$ cat src/rtl/pipe_ex_mem_pkg.sv
// Shared CPU package for the EX/MEM pipeline register.
// Holds the default field widths, the encoding of the memory-access FSM
// states, and a small decode helper.
package pipe_ex_mem_pkg;

  localparam int DATA_W_DEF = 16;
  localparam int REG_W_DEF  = 3;

  // One-hot: each state is a single flop, so the FSM outputs come straight
  // from registers.
  typedef enum logic [2:0] {
    MEM_IDLE   = 3'b001,
    MEM_ACCESS = 3'b010,
    MEM_HELD   = 3'b100
  } mem_state_e;

  function automatic logic is_mem_op(input logic rd_op, input logic wr_op);
    return rd_op | wr_op;
  endfunction

endpackage

$ cat src/rtl/dff_en.sv
// Codebase D flip-flop cell, W bits wide, with a load enable.
// Ports:
//   clk  - rising-edge clock
//   rst  - asynchronous active-high clear
//   en   - load enable; q keeps its value when low
//   d/q  - data in / registered data out
module dff_en #(
  parameter int W = 1
) (
  input  logic         clk,
  input  logic         rst,
  input  logic         en,
  input  logic [W-1:0] d,
  output logic [W-1:0] q
);

  always_ff @(posedge clk or posedge rst) begin
    if (rst) begin
      q <= '0;
    end else if (en) begin
      q <= d;
    end
  end

endmodule

$ cat src/rtl/mem_access_ctl.sv
// Data-memory access sequencer for the EX/MEM stage.
//
//   state      | meaning
//   -----------+-----------------------------------------------------------
//   MEM_IDLE   | no access outstanding; EX/MEM register free to load
//   MEM_ACCESS | access issued, memory enabled, waiting for mem_done
//   MEM_HELD   | access finished while the pipeline was stalled; memory
//              | disabled so the completed access is not re-issued
//
// Ports:
//   clk, rst  - clock, asynchronous active-high reset
//   stall     - hazard-unit hold request
//   mem_done  - completion pulse, only meaningful in MEM_ACCESS
//   load_mem  - a memory instruction is being loaded this edge
//   mem_en    - data memory enable
//   mem_busy  - access still in flight this cycle
//   in_idle   - FSM is in MEM_IDLE
//   in_held   - FSM is in MEM_HELD
module mem_access_ctl
  import pipe_ex_mem_pkg::*;
(
  input  logic clk,
  input  logic rst,
  input  logic stall,
  input  logic mem_done,
  input  logic load_mem,
  output logic mem_en,
  output logic mem_busy,
  output logic in_idle,
  output logic in_held
);

  mem_state_e state;

  always_ff @(posedge clk or posedge rst) begin
    if (rst) begin
      state <= MEM_IDLE;
    end else begin
      case (state)
        MEM_IDLE: begin
          if (load_mem) state <= MEM_ACCESS;
        end
        MEM_ACCESS: begin
          if (mem_done) begin
            if (stall)         state <= MEM_HELD;
            else if (load_mem) state <= MEM_ACCESS;
            else               state <= MEM_IDLE;
          end
        end
        MEM_HELD: begin
          if (!stall) state <= load_mem ? MEM_ACCESS : MEM_IDLE;
        end
        default: state <= MEM_IDLE;
      endcase
    end
  end

  assign mem_en   = (state == MEM_ACCESS);
  assign mem_busy = mem_en & ~mem_done;
  assign in_idle  = (state == MEM_IDLE);
  assign in_held  = (state == MEM_HELD);

endmodule

$ cat src/rtl/pipe_ex_mem.sv
// EX/MEM pipeline register with integrated data-memory access control.
// Captures the EX-stage instruction, result/address, store data, register
// specifiers and control bits; inserts bubbles on flush or invalid input;
// holds while stalled or while a memory access is outstanding.
//
// Ports:
//   clk, rst                     - clock, asynchronous active-high reset
//   stall, flush                 - hazard hold / branch squash requests
//   valid, instruction,
//   alu_result, write_data,
//   RD, write_sel, Reg_write,
//   Mem_reg, Mem_read, Mem_write - EX-stage inputs
//   mem_done                     - data memory completion pulse
//   *_o (fields)                 - registered copies for MEM and MEM/WB
//   address_o                    - registered alu_result, memory address
//   Mem_en_o                     - data memory enable
//   mem_busy_o                   - combinational stall request upstream
module pipe_ex_mem
  import pipe_ex_mem_pkg::*;
#(
  parameter int DATA_W = DATA_W_DEF,
  parameter int REG_W  = REG_W_DEF
) (
  input  logic              clk,
  input  logic              rst,
  input  logic              stall,
  input  logic              flush,
  input  logic              valid,
  input  logic [DATA_W-1:0] instruction,
  input  logic [DATA_W-1:0] alu_result,
  input  logic [DATA_W-1:0] write_data,
  input  logic [REG_W-1:0]  RD,
  input  logic [REG_W-1:0]  write_sel,
  input  logic              Reg_write,
  input  logic              Mem_reg,
  input  logic              Mem_read,
  input  logic              Mem_write,
  input  logic              mem_done,
  output logic              valid_o,
  output logic [DATA_W-1:0] instruction_o,
  output logic [DATA_W-1:0] address_o,
  output logic [DATA_W-1:0] write_data_o,
  output logic [REG_W-1:0]  RD_o,
  output logic [REG_W-1:0]  write_sel_o,
  output logic              Reg_write_o,
  output logic              Mem_reg_o,
  output logic              Mem_read_o,
  output logic              Mem_write_o,
  output logic              Mem_en_o,
  output logic              mem_busy_o
);

  localparam int FIELDS_W = 1 + 3 * DATA_W + 2 * REG_W + 4;

  logic                in_idle;
  logic                in_held;
  logic                hold;
  logic                load_en;
  logic                bubble;
  logic                load_mem;
  logic [FIELDS_W-1:0] fields_d;
  logic [FIELDS_W-1:0] fields_q;

  assign hold = stall | mem_busy_o | in_held;

  // A flush in IDLE beats a stall; once an access is in flight the hold
  // wins, so flush can never abort it.
  assign load_en  = ~hold | (flush & in_idle);
  assign bubble   = flush | ~valid;
  assign load_mem = load_en & ~bubble & is_mem_op(Mem_read, Mem_write);

  assign fields_d = bubble ? '0 :
                    {valid, instruction, alu_result, write_data, RD, write_sel,
                     Reg_write, Mem_reg, Mem_read, Mem_write};

  dff_en #(.W(FIELDS_W)) u_fields (
    .clk (clk),
    .rst (rst),
    .en  (load_en),
    .d   (fields_d),
    .q   (fields_q)
  );

  assign {valid_o, instruction_o, address_o, write_data_o, RD_o, write_sel_o,
          Reg_write_o, Mem_reg_o, Mem_read_o, Mem_write_o} = fields_q;

  mem_access_ctl u_ctl (
    .clk      (clk),
    .rst      (rst),
    .stall    (stall),
    .mem_done (mem_done),
    .load_mem (load_mem),
    .mem_en   (Mem_en_o),
    .mem_busy (mem_busy_o),
    .in_idle  (in_idle),
    .in_held  (in_held)
  );

endmodule
$ cat config.mk
export PLATFORM = sky130hd
export DESIGN_NAME = pipe_ex_mem
export DESIGN_NICKNAME = d
export VERILOG_FILES = /design/src/rtl/pipe_ex_mem_pkg.sv /design/src/rtl/dff_en.sv /design/src/rtl/mem_access_ctl.sv /design/src/rtl/pipe_ex_mem.sv
export SDC_FILE = /design/constraint.sdc
export NUM_CORES = 1
export LEC_CHECK = 0
export ABC_AREA = 0
export CORE_MARGIN = 5
export CORE_UTILIZATION = 33
export DETAILED_ROUTE_END_ITERATION = 16
export PLACE_DENSITY = 0.66
export SYNTH_ARGS = -nofsm -noshare
export SYNTH_HDL_FRONTEND = slang
export SYNTH_SLANG_ARGS = --single-unit
export TNS_END_PERCENT = 1
$ cat constraint.sdc
create_clock -name clk -period 4.75 [get_ports clk]
set_clock_uncertainty 0.1 [all_clocks]
set_input_delay 0.95 -clock clk [delete_from_list [all_inputs] [get_ports clk]]
set_output_delay 0.95 -clock clk [all_outputs]
set_load 0.01 [all_outputs]
After elaboration in Yosys (flattened, before gate mapping)
Cells that the tools add are included.

operators by class
  mux-type cells = 7
  bitwise logic cells = 13
  equal/unequal tests = 6
  reduce and logical (&&, ||, !) cells = 1

operator list
  kind                  number
  $mux W59              1
  $mux W3               4
  $pmux W3 S3           1
  $or A1 B1 Y1          5
  $and A1 B1 Y1         4
  $ne A2 B2 Y1 const B  2
  $not A1 Y1            4
  $eq A3 B1 Y1 const B  1
  $eq A3 B2 Y1 const B  1
  $eq A3 B3 Y1 const B  1
  $reduce_and A3 Y1     1
  $mux W2               1
  $ne A2 B1 Y1 const B  1

word-level totals
  flip-flop bits (word level) = 62
  output and inout bits = 61
  word-level logic and storage cells = 29
  bits of input ports = 64

Depth between registers and ports, before layout
  word-level depth = 12
  mapped depth = 6
  mapped depth without buffers = 3

Cells and area by module
A second synthesis with hierarchy kept.

unflattened totals
  cells, all modules = 215
  area total of the unflattened synthesis = 2855.2 sq um

modules (own cells, without submodules)
  module          cells each  area each (sq um)  instances  sequential area each (sq um)
  dff_en          126         2239.6             1          1476.4
  pipe_ex_mem     68          431.7              1          0.0
  mem_access_ctl  21          183.9              1          76.3

Worst setup path before layout
OpenSTA, ideal clock, no wires.

  kind = input-to-output
  start = in mem_done
  end = out mem_busy_o
  buffers on the path = 0
  data required time = 3.700 ns
  arrival = 1.561 ns
  setup slack = 2.139 ns
  stages on the path = 2
  cell sequence = or4b_1 > inv_1

on the way
  longest elaborated chain between the ends = 2

ends and longest elaborated chain
  item           RTL line              text
  from (decl)    pipe_ex_mem.sv:38     input logic mem_done,
  $not A1 Y1     mem_access_ctl.sv:59  assign mem_busy = mem_en & ~mem_done;
  $and A1 B1 Y1  mem_access_ctl.sv:59
  to (decl)      pipe_ex_mem.sv:50     output logic mem_busy_o

Every way passes these cells.

Final worst setup path
Ends and elaborated chain as after synthesis.

==> flow_summary.yaml <==
outcome:
  status: "complete, no violations"
global_routing:
  grt_max_degree: 47
  gr-total-overflow: 0
  antenna_found_initial: 0
  grt_pass1_vias: 2484
  grt_pass1_wl_mm: 12.2
  track_usage: 0.150
logic_synthesis:
  postSynthAreaPerCell_um2: 9.81
  synth_warnings: 0
  seq_area_frac_synth: 0.557
  ys_ff_latch: 62
  synth_area_leader_cell: "dfrtp_1"
  yosysTopAreaCellShare: 0.548
  synth.cell_area_um2: 2790
  synthCells: 284
  ys_types: 25
  synthTopCellsByArea: "dfrtp_1 55%, o32ai_1 18%, inv_1 16%"
  syn_nets: 348
placed_design:
  io_buffer_count: 124
  detailed_place_hpwl_mm: 5.38
  postPlaceCellArea_um2: 4130
  gp_congestion: 0.756
power:
  p_int_w: 0.000858
  peakVddDrop_uv: 150
  power.density_nw_per_um2: 266
  power_frac_comb: 0.159
  power_leakage_nw: 1.91
  pwr-share-seq: 0.488
  swShare: 0.251
  clock_power_share: 0.353
  power_w: 0.00115
  power_switching_w: 0.000287
worst_setup_path:
  worstPathMaxFanout: 3
  crit_path_end_kind: "output port"
  cp.arrival_ns: 2.57
  reg2reg_depth: 4
  crit_slowest_cell: "clkdlybuf4s50_1"
  path_buf_inv: 3
  cp.required_ns: 3.70
  cp-startpoint: "mem_done"
  path_cells: "clkdlybuf4s50_1 > or4b_1 > inv_1 > clkdlybuf4s50_1"
  cp_common_cell: "clkdlybuf4s50_1"
  critPathKind: "in -> out"
  max_stage_delay_ns: 0.55
  rrSetupSlack_ns: 2.35
  cp-start-kind: "input pin"
  reg2reg_from: "u_ctl.state[0]$_DFFE_PP1P_"
  critical_path.top_delay_family: "buffers and inverters"
  cp_num_cells: 4
worst_hold_path:
  min_path_cells: 1
  min_from: "u_ctl.state[2]$_DFFE_PP0P_"
  holdCritPathClass: "reg -> reg"
floorplanning:
  initial_core_util: 0.339
  io_pins: 125
  fp.dieH_um: 102
  core_area_um2: 8220
  fp-row-count: 33
  dieArea_um2: 10400
  die_w_um: 102
layout:
  fin_util: 0.524
  nets: 468
  drive_gt1_frac: 0.0637
  antenna_cells: 0
  num-fill-cells: 755
  area_growth_pct: 54.4
  layout.area.seq_um2: 1550
  fin_area_um2: 4300
  multi_input_area_um2: 702
timing:
  slew_violations: 0
  finalSetupViolCount: 0
  finalCritPeriodShare: 0.763
  max_slew_margin: 0.384
  hold_viol: 0
  rsz0062_at_grt: "false"
  tightest_slew_ns: 0.922
  setup_tns_ns: 0
  hold_slack_ns: 0.431
  post-route-min-period_ns: 3.62
  max_clock_freq_mhz: 276
detailed_routing:
  drtAntennaViolNets: 0
  drtIter0Drc: 122
  dr.pass1.iters: 4
  wire_per_inst_um: 14.6
  drc: 0
  vias: 2400
  via_per_inst: 4.68
  finalWirelength_mm: 7.50
clock_tree:
  cts_sinks: 62
  tritoncts: "built"
  clk_path_buf_depth: 2
  cts_buffers: 9
  clkLatencyLatePin_ns: 0.32
  cts_setup_buffers: 0
  cts_resized: 0
  root_buffer: "clkbuf_8"
  clkTransAtPathRegs_ns: 0.07
  htree_levels: 3
  cts_hold_buf: 0
job:
  drv_cap: 0
synth_stat cells:
cell and instances:
inv_1 122, dfrtp_1 61, o32ai_1 58, clkbuf_1 9, buf_2 8, nor2b_1 5, a21oi_1 2, nand2_1 2
a211oi_1 1, a211oi_2 1, a31oi_1 1, a32o_1 1, and3b_1 1, buf_4 1, buf_6 1, dfstp_2 1
nor2_1 1, nor3b_1 1, nor3b_2 1, o211ai_1 1, o311ai_2 1, o31ai_1 1, o32a_1 1, or2_2 1
or4b_1 1
final timing paths:
check,endpoint
setup / recovery,mem_busy_o
hold / removal,u_ctl.state[1]$_DFFE_PP0P_
setup reg to reg,u_fields.q[44]$_DFFE_PP0P_
hold reg to reg,u_ctl.state[1]$_DFFE_PP0P_
max in group asynchronous,u_ctl.state[0]$_DFFE_PP1P_
min in group asynchronous,u_fields.q[55]$_DFFE_PP0P_
power by group through the flow:
stage | sequential (W) | combinational, W | clock, W
floorplan | 0.000575 | 0.0000672 | 0
global route | 0.000560 | 0.000200 | 0.000446
global placement | 0.000567 | 0.000183 | 0
finish | 0.000558 | 0.000182 | 0.000405
CTS | 0.000558 | 0.000186 | 0.000422
detailed placement | 0.000568 | 0.000186 | 0
per-stage QoR:
step           setup WS (ns)  cells
6_report                1.13    513
2_1_floorplan           2.14    284
3_3_place_gp            1.11    498
3_5_place_dp            1.10    498
5_1_grt                 1.06    513
4_1_cts                 1.10    513
kinds of logic after synthesis:
kind of cell,after synthesis,synth area share
and+or+nand+nor,13,0.0314
AOI/OAI and AO/OA,68,0.214
buffers and inverters,141,0.198
DFF,62,0.557
cell type report:
class / instances / share of cell area
inverter: 122 / 0.106
multi-input combinational: 81 / 0.163
clock inverter: 4 / 0.00524
clock buffer: 11 / 0.0352
tap: 105 / 0.0305
sequential: 62 / 0.361
timing repair buffer: 128 / 0.298
flip-flops by register name (all words and copies together) (netlist names):
| name | count |
|---|---|
| u_fields.q | 59 |
| u_ctl.state | 3 |
placed cells by master, fill, tap and decap left out, drive strengths merged, types with 2 or more instances in the layout:
master and n:
a21oi 2, clkdlybuf4s50 124, dfrtp 61, nand2 2, nor3b 2, inv 122, clkinv 3, nor2b 5
a211oi 2, buf 4, o32ai 58, clkbuf 11
layer usage:
metal / GRT usage / share of wire
met1: 0.185 / 0.41
met2: 0.247 / 0.51
met3: 0.0601 / 0.082
met4: 0.0363 / 0.0052
met5: 0 / 0
Power figures use the tool's default switching activity.
